File: src/rtl/fpu_pkg.sv
// Shared opcodes, scheduler state encoding and response-flag bit positions
// for the FPU command scheduler.
package fpu_pkg;

    localparam logic [2:0] OP_ADD  = 3'b000;
    localparam logic [2:0] OP_SUB  = 3'b001;
    localparam logic [2:0] OP_MUL  = 3'b010;
    localparam logic [2:0] OP_DIV  = 3'b011;
    localparam logic [2:0] OP_LOAD = 3'b100;

    typedef enum logic [2:0] {
        ST_IDLE     = 3'd0,
        ST_LD_EN    = 3'd1,
        ST_LD_PULSE = 3'd2,
        ST_ISSUE    = 3'd3,
        ST_WAIT     = 3'd4,
        ST_RESP     = 3'd5
    } state_t;

    localparam int unsigned FLAG_W      = 9;
    localparam int unsigned FL_LESS     = 0;
    localparam int unsigned FL_GREAT    = 1;
    localparam int unsigned FL_EQ       = 2;
    localparam int unsigned FL_INEXACT  = 3;
    localparam int unsigned FL_DIV_ZERO = 4;
    localparam int unsigned FL_INV      = 5;
    localparam int unsigned FL_UN       = 6;
    localparam int unsigned FL_OV       = 7;
    localparam int unsigned FL_TIMEOUT  = 8;

endpackage

File: src/rtl/rr_arb2.sv
// Two-way round-robin arbiter: combinational one-hot grant from the request
// vector, favouring the requester held in the pointer register.
module rr_arb2 (
    input  logic       clk,
    input  logic       rst,
    input  logic [1:0] i_req,
    input  logic       i_upd,
    input  logic       i_owner,
    output logic [1:0] o_gnt_c,
    output logic       o_sel_c
);

    logic r_ptr;

    always_comb begin
        o_gnt_c = 2'b00;
        o_sel_c = r_ptr;
        if (i_req[r_ptr]) begin
            o_gnt_c[r_ptr] = 1'b1;
        end else if (i_req[~r_ptr]) begin
            o_gnt_c[~r_ptr] = 1'b1;
            o_sel_c         = ~r_ptr;
        end
    end

    // After a completion the other requester gets priority.
    always_ff @(posedge clk or posedge rst) begin
        if (rst) begin
            r_ptr <= 1'b0;
        end else if (i_upd) begin
            r_ptr <= ~i_owner;
        end
    end

endmodule

File: src/rtl/fpu_cmd_sched.sv
// Round-robin command scheduler in front of the FPU core: grants one of two
// requesters, sequences the command onto the FPU pins and returns the result.
module fpu_cmd_sched
    import fpu_pkg::*;
#(
    parameter int unsigned WIDTH   = 32,
    parameter int unsigned ADDR_W  = 5,
    parameter int unsigned TIMEOUT = 64
) (
    input  logic                   clk,
    input  logic                   rst,
    input  logic                   test_mode,
    input  logic [1:0]             req_valid,
    output logic [1:0]             req_ready,
    input  logic [1:0][2:0]        req_op,
    input  logic [1:0][ADDR_W-1:0] req_a1,
    input  logic [1:0][ADDR_W-1:0] req_a2,
    input  logic [1:0][ADDR_W-1:0] req_a3,
    input  logic [1:0][WIDTH-1:0]  req_data,
    output logic [1:0]             resp_valid,
    output logic [WIDTH-1:0]       resp_data,
    output logic [FLAG_W-1:0]      resp_flags,
    output logic                   busy,
    output logic                   fpu_enable,
    output logic                   fpu_ld,
    output logic [2:0]             fpu_opcode,
    output logic [ADDR_W-1:0]      fpu_addr1,
    output logic [ADDR_W-1:0]      fpu_addr2,
    output logic [ADDR_W-1:0]      fpu_addr3,
    output logic [WIDTH-1:0]       fpu_inp,
    input  logic                   fpu_done,
    input  logic [WIDTH-1:0]       fpu_out,
    input  logic [7:0]             fpu_flags
);

    localparam int unsigned CNT_W = $clog2(TIMEOUT);

    state_t              r_state;
    state_t              w_state_nxt;
    logic [CNT_W-1:0]    r_cnt;
    logic [CNT_W-1:0]    w_cnt_nxt;
    logic                r_owner;
    logic [2:0]          r_op;
    logic [ADDR_W-1:0]   r_a1;
    logic [ADDR_W-1:0]   r_a2;
    logic [ADDR_W-1:0]   r_a3;
    logic [WIDTH-1:0]    r_inp;
    logic                r_busy;
    logic                r_fpu_enable;
    logic                r_fpu_ld;
    logic [1:0]          r_resp_valid;
    logic [WIDTH-1:0]    r_resp_data;
    logic [FLAG_W-1:0]   r_resp_flags;

    logic [1:0]          w_gnt;
    logic                w_sel;
    logic                w_grant;
    logic                w_ptr_upd;
    logic                w_cap;
    logic [WIDTH-1:0]    w_cap_data;
    logic [FLAG_W-1:0]   w_cap_flags;
    logic                w_enable;

    rr_arb2 u_arb (
        .clk     (clk),
        .rst     (rst),
        .i_req   (req_valid),
        .i_upd   (w_ptr_upd),
        .i_owner (r_owner),
        .o_gnt_c (w_gnt),
        .o_sel_c (w_sel)
    );

    always_ff @(posedge clk or posedge rst) begin
        if (rst) begin
            r_state <= ST_IDLE;
        end else begin
            r_state <= w_state_nxt;
        end
    end

    always_comb begin
        w_state_nxt = r_state;
        w_cnt_nxt   = r_cnt;
        w_grant     = 1'b0;
        w_ptr_upd   = 1'b0;
        w_cap       = 1'b0;
        w_cap_data  = '0;
        w_cap_flags = '0;
        case (r_state)
            ST_IDLE: begin
                if (!test_mode && (|w_gnt)) begin
                    w_grant     = 1'b1;
                    w_state_nxt = (req_op[w_sel] == OP_LOAD) ? ST_LD_EN : ST_ISSUE;
                end
            end
            ST_LD_EN: begin
                w_state_nxt = ST_LD_PULSE;
            end
            ST_LD_PULSE: begin
                w_cap       = 1'b1;
                w_state_nxt = ST_RESP;
            end
            ST_ISSUE: begin
                w_cnt_nxt   = '0;
                w_state_nxt = ST_WAIT;
            end
            ST_WAIT: begin
                w_cnt_nxt = r_cnt + CNT_W'(1);
                // done takes priority over an expiring counter
                if (fpu_done) begin
                    w_cap       = 1'b1;
                    w_cap_data  = fpu_out;
                    w_cap_flags = {1'b0, fpu_flags};
                    w_state_nxt = ST_RESP;
                end else if (r_cnt == CNT_W'(TIMEOUT - 1)) begin
                    w_cap                   = 1'b1;
                    w_cap_flags[FL_TIMEOUT] = 1'b1;
                    w_state_nxt             = ST_RESP;
                end
            end
            ST_RESP: begin
                w_ptr_upd   = 1'b1;
                w_state_nxt = ST_IDLE;
            end
            default: begin
                w_state_nxt = ST_IDLE;
            end
        endcase
        w_enable = (w_state_nxt == ST_LD_EN) || (w_state_nxt == ST_LD_PULSE) ||
                   (w_state_nxt == ST_ISSUE) || (w_state_nxt == ST_WAIT);
    end

    // Output stage is loaded from the next state so each pin lines up with its state.
    always_ff @(posedge clk or posedge rst) begin
        if (rst) begin
            r_cnt        <= '0;
            r_owner      <= 1'b0;
            r_op         <= '0;
            r_a1         <= '0;
            r_a2         <= '0;
            r_a3         <= '0;
            r_inp        <= '0;
            r_busy       <= 1'b0;
            r_fpu_enable <= 1'b0;
            r_fpu_ld     <= 1'b0;
            r_resp_valid <= 2'b00;
            r_resp_data  <= '0;
            r_resp_flags <= '0;
        end else begin
            r_cnt        <= w_cnt_nxt;
            r_busy       <= (w_state_nxt != ST_IDLE);
            r_fpu_enable <= w_enable;
            r_fpu_ld     <= (w_state_nxt == ST_LD_PULSE);
            r_resp_valid <= (w_state_nxt == ST_RESP) ? (2'b01 << r_owner) : 2'b00;
            if (w_grant) begin
                r_owner <= w_sel;
                r_op    <= req_op[w_sel];
                r_a1    <= req_a1[w_sel];
                r_a2    <= req_a2[w_sel];
                r_a3    <= req_a3[w_sel];
                r_inp   <= req_data[w_sel];
            end
            if (w_cap) begin
                r_resp_data  <= w_cap_data;
                r_resp_flags <= w_cap_flags;
            end
        end
    end

    // Accept is a same-cycle handshake, masked while reset is asserted.
    assign req_ready  = (w_grant && !rst) ? w_gnt : 2'b00;
    assign resp_valid = r_resp_valid;
    assign resp_data  = r_resp_data;
    assign resp_flags = r_resp_flags;
    assign busy       = r_busy;
    assign fpu_enable = r_fpu_enable;
    assign fpu_ld     = r_fpu_ld;
    assign fpu_opcode = r_op;
    assign fpu_addr1  = r_a1;
    assign fpu_addr2  = r_a2;
    assign fpu_addr3  = r_a3;
    assign fpu_inp    = r_inp;

endmodule

File: config.mk
export PLATFORM = sky130hd
export DESIGN_NAME = fpu_cmd_sched
export DESIGN_NICKNAME = d
export VERILOG_FILES = /design/src/rtl/fpu_pkg.sv /design/src/rtl/rr_arb2.sv /design/src/rtl/fpu_cmd_sched.sv
export SDC_FILE = /design/constraint.sdc
export NUM_CORES = 1
export LEC_CHECK = 0
export BUFFER_PORTS_ARGS = -buffer_cell sky130_fd_sc_hd__buf_4
export CAP_MARGIN = 20
export CELL_PAD_IN_SITES_DETAIL_PLACEMENT = 1
export CELL_PAD_IN_SITES_GLOBAL_PLACEMENT = 1
export CORE_MARGIN = 3
export CORE_UTILIZATION = 37
export CTS_BUF_LIST = sky130_fd_sc_hd__clkbuf_8
export DETAILED_ROUTE_END_ITERATION = 10
export PLACE_DENSITY = 0.91
export SLEW_MARGIN = 15
export SYNTH_ARGS = -nofsm -noshare
export SYNTH_HDL_FRONTEND = slang
export SYNTH_SLANG_ARGS = --single-unit
File: constraint.sdc
create_clock -name clk -period 8.3 [get_ports clk]
set_input_delay 1.245 -clock clk [delete_from_list [all_inputs] [get_ports clk]]
set_output_delay 1.245 -clock clk [all_outputs]
set_load 0.01 [all_outputs]
==> results.txt, run 1 <==
part of the power in registers: 38.9%
post-DP HPWL: 10700 µm
Skew-Pair Late Insertion Delay: 0.37 ns
buffers from clock root to sink, at most: 2
internal power component: 1370 µW
post-route ant nets: 0
CP Launch Type: input pin
asr flop ratio synth: 100%
crit-path max cell delay: 0.27 ns
CP max stage cell: mux2_2
CP delay by family, top: simple AND/OR/NAND/NOR gates
clock sinks: 107
Worst Setup End Kind: output port
post-route minimum period: 3.66 ns
DRT Pass-1 Iters: 4
drt initial violations: 188
metal1 wirelength: 5280 µm
period utilization: 44.1%
Post-synth top flop: dfrtp_1
Worst VDD drop: 0.150 mV
io pins: 244
hold buffer count at CTS: 0
Antenna Diode Count: 0
status: finished clean
EDFF count, synth: 0
Reg2Reg Depth: 6
Worst Max-Slew Pin Slew: 0.909 ns
Num CTS Buffers: 9
MaxCap Viol Count: 0
Cell variety after synth: 37
Routed WL per cell: 17.6 µm
Final Hold Viols: 0
fill cell count: 1336
GR Util All Layers: 19.5%
final worst slack: 4.64 ns
initial antenna violation count: 0
sequential share of the synthesized area: 58.5%
final wirelength: 13900 µm
Die Ht: 117 µm
vias in the first global route: 4095
met2 routed WL: 7040 µm
share of the synthesized area in the top cell type: 58.5%
min-delay src: fpu_inp[16]$_DFFE_PP0P_
core area: 0.0121 mm²
port buffer count: 243
Synth Instances: 388
crit path max fanout: 5
Clock Skew: 0.00892 ns
H-tree lvl count: 3
setup_tns: 0 ns
Fmax achieved: 273 MHz
DR vias/cell: 4.96
DR WL met3: 1330 µm
largest net degree at the start of global routing: 107
worst r2r src: u_arb.r_ptr$_DFFE_PP0N_
min-delay worst type: register to register
Tot Pwr: 2230 µW
Die ar.: 0.0138 mm²
dominant cells by area after synthesis: dfrtp_1 58%, mux2i_1 11%, a22o_1 7.8%
CP required: 7.05 ns
synthesized flop and latch total: 107
via count: 3930
layout cells sized above 1: 43.4%
GPL Wtd Cong: 0.758
switching share of power: 38.4%
top cell type by total area after synthesis: dfrtp_1
Syn Area/Cell: 11.8 µm²
GR Overflow Total: 0
setup bufs post-CTS: 0
Comb pwr share: 48.3%
Net Count, Synth: 536
CTS tree: built
Slew Limit Fails: 0
Hold Path Sink: fpu_inp[16]$_DFFE_PP0P_
post-synth design cell area: 0.00458 mm²
Pleak: 0.00351 µW
Post-Place Cells: 775
Power Density: 335 mW/mm²
Buf/Inv on CP: 2
critical path cell sequence: buf_4 > mux2_2 > ha_1 > nor2_1 > o22ai_1 > and3_1 > buf_4
Ys Warns: 0
CP Class: input pin to output port
Net Switching: 856 µW
RSZ-0062 raised after global routing: false
Die X: 117 µm
Post-CTS Resized: 0
R2R Path End: r_state[1]$_DFF_PP0_
Clk pwr share: 12.8%
DRC: 0
Hold Worst Slack: 0.492 ns
multi-input logic area: 0.00171 mm²
Slew HR: 39.4%
Final setup violation count: 0
max layer used: met4
Reg area: 0.00268 mm²
nets: 767
area growth from synthesis to layout: 45.2%
row cnt: 40
Clock transition at path regs: 0.09 ns
Crit path top cell by count: buf_4
root buf cell: clkbuf_8
hold depth: 2
Worst EP arrival: 2.41 ns
initial core utilization: 38.0%
pre-CTS setup slack: 4.47 ns
first-pass GRT wire length: 20700 µm
non-filler instance count after layout: 792
reg-to-reg setup timing slack: 5.34 ns
[worst min-delay path, delay by kind of cell, from the launching register on]
family,cells,cell delay (ns)
compound gates,1,0.06
flops,1,0.35
simple gates,1,0.05
[sequential cells by signal (all words and copies together) (netlist names), 2 cells and up]
| register | flops |
|---|---|
| fpu_addr1 | 5 |
| fpu_addr2 | 5 |
| fpu_addr3 | 5 |
| fpu_inp | 32 |
| fpu_opcode | 3 |
| r_cnt | 6 |
| r_state | 3 |
| resp_data | 32 |
| resp_flags | 9 |
| resp_valid | 2 |
[power by group through the flow]
stage / clock [µW] / sequential, µW / combinational (µW)
6_report: 286 / 865 / 1080
5_1_grt: 321 / 894 / 1180
4_1_cts: 297 / 867 / 1090
3_5_place_dp: 0 / 876 / 1090
3_3_place_gp: 0 / 860 / 1040
2_1_floorplan: 0 / 931 / 558
[layout by cell type (no fill, tap or decap), types with 2 or more instances in the layout]
master,count
nor3b_4,2
buf_4,247
nand3_1,2
clkbuf_8,9
and3_1,2
nand4_1,2
clkinvlp_4,3
inv_1,3
nand2_1,59
mux2i_1,50
nor2_1,7
xor2_1,2
nand2b_1,2
a22o_1,41
clkinv_2,2
dfrtp_1,107
ha_1,2
o21ai_0,59
[per-layer routing]
metal	global-route usage, %	vias up
met5	0	-
met4	6.50	0
met3	6.74	20
met2	33.6	174
met1	22.9	1899
li1	-	1837
[cell families after synthesis]
family	count (synthesis)	synth area share (%)
muxes	51	11.2
adders and majority gates	2	0.546
buffers and inverters	31	4.53
AOI/OAI and AO/OA	108	15.8
and+or+nand+nor	86	8.96
DFF	107	58.5
xor gates and xnor gates	3	0.574
[cell type report]
| class | count | share of cell area (%) |
|---|---|---|
| Timing Repair Buffer | 248 | 28.2 |
| Clock inverter | 7 | 0.677 |
| Multi-Input combinational cell | 250 | 25.7 |
| Clock buffer | 9 | 1.86 |
| Tap cell | 168 | 3.16 |
| Sequential cell | 107 | 40.3 |
| Inverter | 3 | 0.207 |
[worst max-delay path by stage]
stage | depth (start not counted) | end | start
final | 7 | req_ready[0] | req_valid[1]
after detailed placement | 7 | r_state[1]$_DFF_PP0_ | req_valid[1]
after global placement | 7 | r_state[1]$_DFF_PP0_ | req_valid[1]
after global routing | 7 | req_ready[0] | req_valid[1]
after floorplan | 2 | req_ready[1] | rst
after CTS | 7 | req_ready[0] | req_valid[1]
[metrics by stage]
stage / util, % / cell area (µm²)
2_1_floorplan: - / 4580
3_3_place_gp: 53.6 / 6460
3_5_place_dp: 53.6 / 6460
4_1_cts: 55.0 / 6630
5_1_grt: 55.1 / 6650
6_report: 55.1 / 6650
[cells in the mapped netlist, drive strengths merged (2+ instances only)]
master,instances
xor2,2
ha,2
nor3b,2
nand2,59
mux2i,50
and3,2
nand3,2
a22o,41
clkbuf,10
buf,18
nor2,7
o21ai,59
nand4,2
inv,3
dfrtp,107
nand2b,2
Power figures use the tool's default switching activity.
==> inputs of run 2 (changes only) <==
--- a/config.mk
+++ b/config.mk
@@ -5,15 +5,16 @@
 export SDC_FILE = /design/constraint.sdc
 export NUM_CORES = 1
 export LEC_CHECK = 0
+export ABC_AREA = 1
 export BUFFER_PORTS_ARGS = -buffer_cell sky130_fd_sc_hd__buf_4
 export CAP_MARGIN = 20
 export CELL_PAD_IN_SITES_DETAIL_PLACEMENT = 1
 export CELL_PAD_IN_SITES_GLOBAL_PLACEMENT = 1
 export CORE_MARGIN = 3
-export CORE_UTILIZATION = 37
+export CORE_UTILIZATION = 34
 export CTS_BUF_LIST = sky130_fd_sc_hd__clkbuf_8
 export DETAILED_ROUTE_END_ITERATION = 10
-export PLACE_DENSITY = 0.91
+export PLACE_DENSITY = 0.87
 export SLEW_MARGIN = 15
 export SYNTH_ARGS = -nofsm -noshare
 export SYNTH_HDL_FRONTEND = slang
==> constraint.sdc (replaced) <==
create_clock -name clk -period 3.5 [get_ports clk]
set_input_delay 0.525 -clock clk [delete_from_list [all_inputs] [get_ports clk]]
set_output_delay 0.525 -clock clk [all_outputs]
set_load 0.01 [all_outputs]
==> results.txt, run 2 <==
Net Count, Synth: 701 (was 536)
CP delay by family, top: buffers and inverters (was simple AND/OR/NAND/NOR gates)
Worst Max-Slew Pin Slew: 0.967 ns (was 0.909 ns)
share of the synthesized area in the top cell type: 54.9% (was 58.5%)
buffers from clock root to sink, at most: 2 (unchanged)
EDFF count, synth: 0 (unchanged)
crit path max fanout: 51 (was 5)
internal power component: 3410 µW (was 1370 µW)
commonest non-fill, non-tap cell in the layout: buf_4 (unchanged)
CP required: 2.97 ns (was 7.05 ns)
non-filler instance count after layout: 960 (was 792)
nets: 923 (was 767)
critical path cell sequence: nand2_2 > buf_4 > a21oi_1 > nor3_1 > buf_4 (was buf_4 > mux2_2 > ha_1 > nor2_1 > o22ai_1 > and3_1 > buf_4)
clock sinks: 107 (unchanged)
most frequent cells in the layout: 250 x buf_4, 109 x nand2_1, 107 x dfrtp_1 (was 247 x buf_4, 107 x dfrtp_1, 59 x nand2_1, 59 x o21ai_0, 50 x mux2i_1)
min-delay worst type: input pin to asynchronous set/reset pin (was register to register)
Routed WL per cell: 18.1 µm (was 17.6 µm)
Final setup violation count: 0 (unchanged)
sequential share of the synthesized area: 54.9% (was 58.5%)
DRT Pass-1 Iters: 4 (unchanged)
GR Overflow Total: 0 (unchanged)
H-tree lvl count: 3 (unchanged)
Buf/Inv on CP: 2 (unchanged)
Synth Instances: 553 (was 388)
post-DP HPWL: 12700 µm (was 10700 µm)
io pins: 244 (unchanged)
Net Switching: 2580 µW (was 856 µW)
largest net degree at the start of global routing: 68 (was 107)
GPL Wtd Cong: 0.858 (was 0.758)
fill cell count: 1682 (was 1336)
R2R Path End: fpu_inp[27]$_DFFE_PP0P_ (was r_state[1]$_DFF_PP0_)
root buf cell: clkbuf_8 (unchanged)
Die ar.: 0.0158 mm² (was 0.0138 mm²)
CP max stage cell: dfrtp_1 (was mux2_2)
Critical Path Sink: req_ready[0] (unchanged)
Die Ht: 126 µm (was 117 µm)
Clk pwr share: 13.4% (was 12.8%)
CTS tree: built (unchanged)
cell with the most instances after synthesis: nand2_1 (was dfrtp_1)
setup_tns: 0 ns (unchanged)
crit-path max cell delay: 0.48 ns (was 0.27 ns)
asr flop ratio synth: 100% (unchanged)
Syn Area/Cell: 8.82 µm² (was 11.8 µm²)
area growth from synthesis to layout: 43.0% (was 45.2%)
initial core utilization: 35.0% (was 38.0%)
CP Launch Type: register (was input pin)
Ys Warns: 0 (unchanged)
GR Util All Layers: 21.7% (was 19.5%)
Worst EP arrival: 2.04 ns (was 2.41 ns)
Comb pwr share: 50.6% (was 48.3%)
post-synth design cell area: 0.00488 mm² (was 0.00458 mm²)
Crit. path cell count: 5 (was 7)
dominant cells by area after synthesis: dfrtp_1 55%, nand3_1 10%, nand2_1 8.5% (was dfrtp_1 58%, mux2i_1 11%, a22o_1 7.8%)
Clock transition at path regs: 0.11 ns (was 0.09 ns)
DR vias/cell: 5.17 (was 4.96)
layout cells sized above 1: 39.2% (was 43.4%)
RSZ-0062 raised after global routing: false (unchanged)
initial antenna violation count: 0 (unchanged)
Clock Skew: 0.0163 ns (was 0.00892 ns)
post-route ant nets: 0 (unchanged)
MaxCap Viol Count: 0 (unchanged)
Critical Path Start: u_arb.r_ptr$_DFFE_PP0N_ (was req_valid[1])
status: finished clean (unchanged)
top post-synthesis cells by count: 111 x nand2_1, 107 x dfrtp_1, 98 x nand3_1 (was 107 x dfrtp_1, 59 x nand2_1, 59 x o21ai_0)
row cnt: 43 (was 40)
worst r2r src: u_arb.r_ptr$_DFFE_PP0N_ (unchanged)
drt initial violations: 250 (was 188)
vias in the first global route: 5349 (was 4095)
Num CTS Buffers: 9 (unchanged)
multi-input logic area: 0.00190 mm² (was 0.00171 mm²)
Antenna Diode Count: 0 (unchanged)
Reg area: 0.00268 mm² (unchanged)
Post-CTS Resized: 0 (unchanged)
via count: 4959 (was 3930)
Worst VDD drop: 0.324 mV (was 0.150 mV)
Pleak: 0.00359 µW (was 0.00351 µW)
Post-synth top flop: dfrtp_1 (unchanged)
core area: 0.0139 mm² (was 0.0121 mm²)
Final Hold Viols: 0 (unchanged)
port buffer count: 243 (unchanged)
DRC: 0 (unchanged)
Power Density: 859 mW/mm² (was 335 mW/mm²)
Crit path top cell by count: buf_4 (unchanged)
Slew Limit Fails: 0 (unchanged)
Post-Place Cells: 944 (was 775)
setup bufs post-CTS: 0 (unchanged)
final wirelength: 17400 µm (was 13900 µm)
synthesized flop and latch total: 107 (unchanged)
period utilization: 73.3%
Cell variety after synth: 29 (was 37)
Worst Setup End Kind: output port (unchanged)
top cell type by total area after synthesis: dfrtp_1 (unchanged)
hold buffer count at CTS: 0 (unchanged)
CP Class: register to output port (was input pin to output port)
reg-to-reg setup timing slack: 1.24 ns (was 5.34 ns)
post-route minimum period: 2.56 ns
Reg2Reg Depth: 7 (was 6)
part of the power in registers: 36.0% (was 38.9%)
first-pass GRT wire length: 28000 µm (was 20700 µm)
Fmax achieved: 390 MHz
switching share of power: 43.1% (was 38.4%)
Slew HR: 35.6% (was 39.4%)
Die X: 126 µm (was 117 µm)
Skew-Pair Late Insertion Delay: 0.37 ns (about the same)
-- run 2: cell count changes after synthesis, sizes merged, moves of 40 or more --
cell | before | now
nor2 | 7 | 54
a22o | 41 | 1
mux2i | 50 | 0
o21ai | 59 | 10
a21oi | 1 | 98
nand3 | 2 | 98
nand2 | 59 | 114
-- run 2: how the worst min path moves through the flow --
| stage | start | endpoint | cells after the start |
|---|---|---|---|
| 2_1_floorplan | r_owner$_DFFE_PP0P_ | resp_valid[0]$_DFF_PP0_ | 1 |
| 3_3_place_gp | r_owner$_DFFE_PP0P_ | resp_valid[0]$_DFF_PP0_ | 1 |
| 3_5_place_dp | resp_data[25]$_DFFE_PP0P_ | resp_data[25]$_DFFE_PP0P_ | 2 |
| 4_1_cts | rst | fpu_inp[27]$_DFFE_PP0P_ | 2 |
| 5_1_grt | fpu_out[25] | resp_data[25]$_DFFE_PP0P_ | 3 |
| 6_report | rst | fpu_inp[27]$_DFFE_PP0P_ | 2 |
-- run 2: metal layers --
metal | share of wire [%] | vias up | global-route usage (%)
met3 | 9.6 | 25 | 7.38
met2 | 48 | 225 | 36.6
met1 | 40 | 2424 | 26.6
li1 | - | 2285 | -
met5 | 0 | - | 0
met4 | 2.0 | 0 | 6.50
-- run 2: cells by family after synthesis --
group           synth area share, %
simple gates                   24.4
buf+inv                        6.23
fa+ha+maj                     0.513
compound gates                 13.8
xor+xnor                      0.180
flops                          54.9
-- run 2: layout make-up --
type | count | share of cell area (%)
repair buffers | 251 | 27.2
flip-flops and latches | 107 | 38.4
clock inverters | 5 | 0.771
inverters | 18 | 1.00
clock buffers | 11 | 2.17
multi-input cells | 388 | 27.3
well taps | 180 | 3.23
-- run 2: per-stage QoR --
step	setup slack, ns	utilization, %	hold WS (ns)	power, µW	area (µm²)
after floorplan	0.158	-	0.419	3840	4880
after global placement	1.19	48.6	0.449	5100	6770
after detailed placement	1.03	48.6	0.462	5260	6770
after CTS	0.907	50.1	0.359	6070	6980
after global routing	0.794	50.1	0.363	6480	6980
final	0.935	50.1	0.327	5990	6980
-- run 2: power groups by stage --
stage	sequential (µW)	combinational, µW	clock, µW
floorplan	2350	1490	0
global placement	2140	2960	0
detailed placement	2180	3080	0
CTS	2160	3080	827
global route	2230	3370	889
finish	2160	3030	802
==> inputs of run 3 (changes only) <==
--- a/config.mk
+++ b/config.mk
@@ -5,16 +5,16 @@
 export SDC_FILE = /design/constraint.sdc
 export NUM_CORES = 1
 export LEC_CHECK = 0
-export ABC_AREA = 1
+export ABC_AREA = 0
 export BUFFER_PORTS_ARGS = -buffer_cell sky130_fd_sc_hd__buf_4
 export CAP_MARGIN = 20
 export CELL_PAD_IN_SITES_DETAIL_PLACEMENT = 1
 export CELL_PAD_IN_SITES_GLOBAL_PLACEMENT = 1
 export CORE_MARGIN = 3
-export CORE_UTILIZATION = 34
+export CORE_UTILIZATION = 31
 export CTS_BUF_LIST = sky130_fd_sc_hd__clkbuf_8
 export DETAILED_ROUTE_END_ITERATION = 10
-export PLACE_DENSITY = 0.87
+export PLACE_DENSITY = 0.82
 export SLEW_MARGIN = 15
 export SYNTH_ARGS = -nofsm -noshare
 export SYNTH_HDL_FRONTEND = slang
==> constraint.sdc (replaced) <==
create_clock -name clk -period 2.29 [get_ports clk]
set_input_delay 0.3435 -clock clk [delete_from_list [all_inputs] [get_ports clk]]
set_output_delay 0.3435 -clock clk [all_outputs]
set_load 0.01 [all_outputs]
==> results.txt, run 3 (synthesis results as in run 1) <==
status: finished clean (unchanged)
CP required: 1.95 ns (was 2.97 ns)
Die ar.: 0.0163 mm² (was 0.0158 mm²)
final wirelength: 15200 µm (was 17400 µm)
nets: 772 (was 923)
drt initial violations: 144 (was 250)
Worst VDD drop: 0.589 mV (was 0.324 mV)
critical path cell sequence: mux2_2 > ha_2 > nor2_1 > o22ai_1 > and3_1 > buf_4 (was nand2_2 > buf_4 > a21oi_1 > nor3_1 > buf_4)
Die Ht: 128 µm (was 126 µm)
Reg2Reg Depth: 6 (was 7)
H-tree lvl count: 3 (unchanged)
RSZ-0062 raised after global routing: false (unchanged)
non-filler instance count after layout: 809 (was 960)
CP max stage cell: dfrtp_1 (unchanged)
hold buffer count at CTS: 0 (unchanged)
Final Util: 48.1% (was 50.1%)
DRC: 0 (unchanged)
Worst Setup End Kind: output port (unchanged)
GR Overflow Total: 0 (unchanged)
GR Util All Layers: 18.7% (was 21.7%)
min-delay worst type: input pin to asynchronous set/reset pin (unchanged)
Post-Place Cells: 793 (was 944)
GPL Wtd Cong: 0.741 (was 0.858)
Clock transition at path regs: 0.11 ns (about the same)
CP Class: register to output port (unchanged)
CTS tree: built (unchanged)
DR vias/cell: 4.92 (was 5.17)
buffers from clock root to sink, at most: 2 (unchanged)
Final setup violation count: 0 (unchanged)
Die X: 128 µm (was 126 µm)
Pleak: 0.00357 µW (was 0.00359 µW)
Worst EP arrival: 1.82 ns (was 2.04 ns)
commonest non-fill, non-tap cell in the layout: buf_4 (unchanged)
initial antenna violation count: 0 (unchanged)
vias in the first global route: 4365 (was 5349)
Routed WL per cell: 18.8 µm (was 18.1 µm)
post-DP HPWL: 11600 µm (was 12700 µm)
reg-to-reg setup timing slack: 0.20 ns (was 1.24 ns)
Num CTS Buffers: 9 (unchanged)
Antenna Diode Count: 0 (unchanged)
first-pass GRT wire length: 24000 µm (was 28000 µm)
layout cells sized above 1: 44.2% (was 39.2%)
Power Density: 1240 mW/mm² (was 859 mW/mm²)
core area: 0.0141 mm² (was 0.0139 mm²)
DRT Pass-1 Iters: 4 (unchanged)
Buf/Inv on CP: 1 (was 2)
row cnt: 43 (unchanged)
worst r2r src: u_arb.r_ptr$_DFFE_PP0N_ (unchanged)
via count: 3984 (was 4959)
R2R Path End: fpu_inp[25]$_DFFE_PP0P_ (was fpu_inp[27]$_DFFE_PP0P_)
clock sinks: 107 (unchanged)
Fmax achieved: 462 MHz
Worst Max-Slew Pin Slew: 0.620 ns (was 0.967 ns)
crit-path max cell delay: 0.38 ns (was 0.48 ns)
Reg area: 0.00268 mm² (unchanged)
most frequent cells in the layout: 248 x buf_4, 107 x dfrtp_1, 59 x nand2_1, 59 x o21ai_0, 50 x mux2i_1 (was 250 x buf_4, 109 x nand2_1, 107 x dfrtp_1)
io pins: 244 (unchanged)
area growth from synthesis to layout: 48.4% (was 43.0%)
Clock Skew: 0.0134 ns (was 0.0163 ns)
multi-input logic area: 0.00172 mm² (was 0.00190 mm²)
port buffer count: 243 (unchanged)
MaxCap Viol Count: 0 (unchanged)
post-route ant nets: 0 (unchanged)
Slew Limit Fails: 0 (unchanged)
root buf cell: clkbuf_8 (unchanged)
Skew-Pair Late Insertion Delay: 0.39 ns (was 0.37 ns)
initial core utilization: 32.4% (was 35.0%)
period utilization: 94.5%
largest net degree at the start of global routing: 108 (was 68)
Slew HR: 58.7% (was 35.6%)
post-route minimum period: 2.16 ns
Final Hold Viols: 0 (unchanged)
fill cell count: 1604 (was 1682)
CP delay by family, top: flip-flops (was buffers and inverters)
CP Launch Type: register (unchanged)
crit path max fanout: 3 (was 51)
==> run 3: cell count changes in the layout (fill, tap and decap cells not counted), sizes merged, moves of 40 or more <==
cell / previous run / this run
mux2i: 0 / 50
o21ai: 10 / 59
a22o: 1 / 41
nor2: 54 / 7
a21oi: 98 / 1
nand3: 98 / 2
nand2: 114 / 59
==> run 3: where the power goes <==
part	switching (µW)	total, µW	leakage (µW)	internal (µW)
Sequential	479	3110	0.00138	2630
Clock	685	1220	0.0000999	536
Combinational	2030	4100	0.00209	2080
Total	3190	8430	0.00357	5240
==> run 3: worst max-delay path by stage <==
stage                            startpoint                       end  slack (ns)  cells after the start
floorplan                               rst              req_ready[1]       -0.41                      2
global placement               req_valid[1]  fpu_addr3[4]$_DFFE_PP0P_        0.21                      7
detailed placement             req_valid[1]   fpu_inp[25]$_DFFE_PP0P_        0.13                      7
CTS                    r_state[0]$_DFF_PP0_              req_ready[1]        0.04                      3
global route        u_arb.r_ptr$_DFFE_PP0N_              req_ready[0]        0.03                      6
finish              u_arb.r_ptr$_DFFE_PP0N_              req_ready[0]        0.13                      6
==> run 3: routing by layer <==
layer	routed length (µm)	vias up	track usage (%)
li1	-	1845	-
met1	5720	2017	21.3
met5	0	-	0
met2	8570	100	34.8
met3	541	22	2.80
met4	365	0	7.70
==> run 3: layout make-up <==
| class | count | area share, % |
|---|---|---|
| Clock buffer | 10 | 2.02 |
| Tap cell | 180 | 3.31 |
| Multi-Input combinational cell | 250 | 25.2 |
| Clock inverter | 6 | 0.975 |
| Timing Repair Buffer | 253 | 28.9 |
| Inverter | 3 | 0.221 |
| Sequential cell | 107 | 39.4 |
==> run 3: tightest hold or removal path, delay by kind of cell <==
family | cells | cell delay, ns
buf+inv | 3 | 0.64
==> run 3: repair_timing <==
item	CTS	global route
resized for setup	0	2
setup buffers	0	0
setup endpoints to repair	0	2
==> run 3: metrics by stage <==
step                cell area (µm²)  TNS (ns)  total power (µW)  setup WS [ns]  hold WS, ns
global placement               6590         0              7080          0.211        0.464
finish                         6800         0              8430          0.126        0.120
global route                   6800         0              9040         0.0257        0.121
detailed placement             6590         0              7320          0.133        0.471
floorplan                      4580    -0.800              5400         -0.408        0.426
CTS                            6790         0              8570         0.0364        0.106
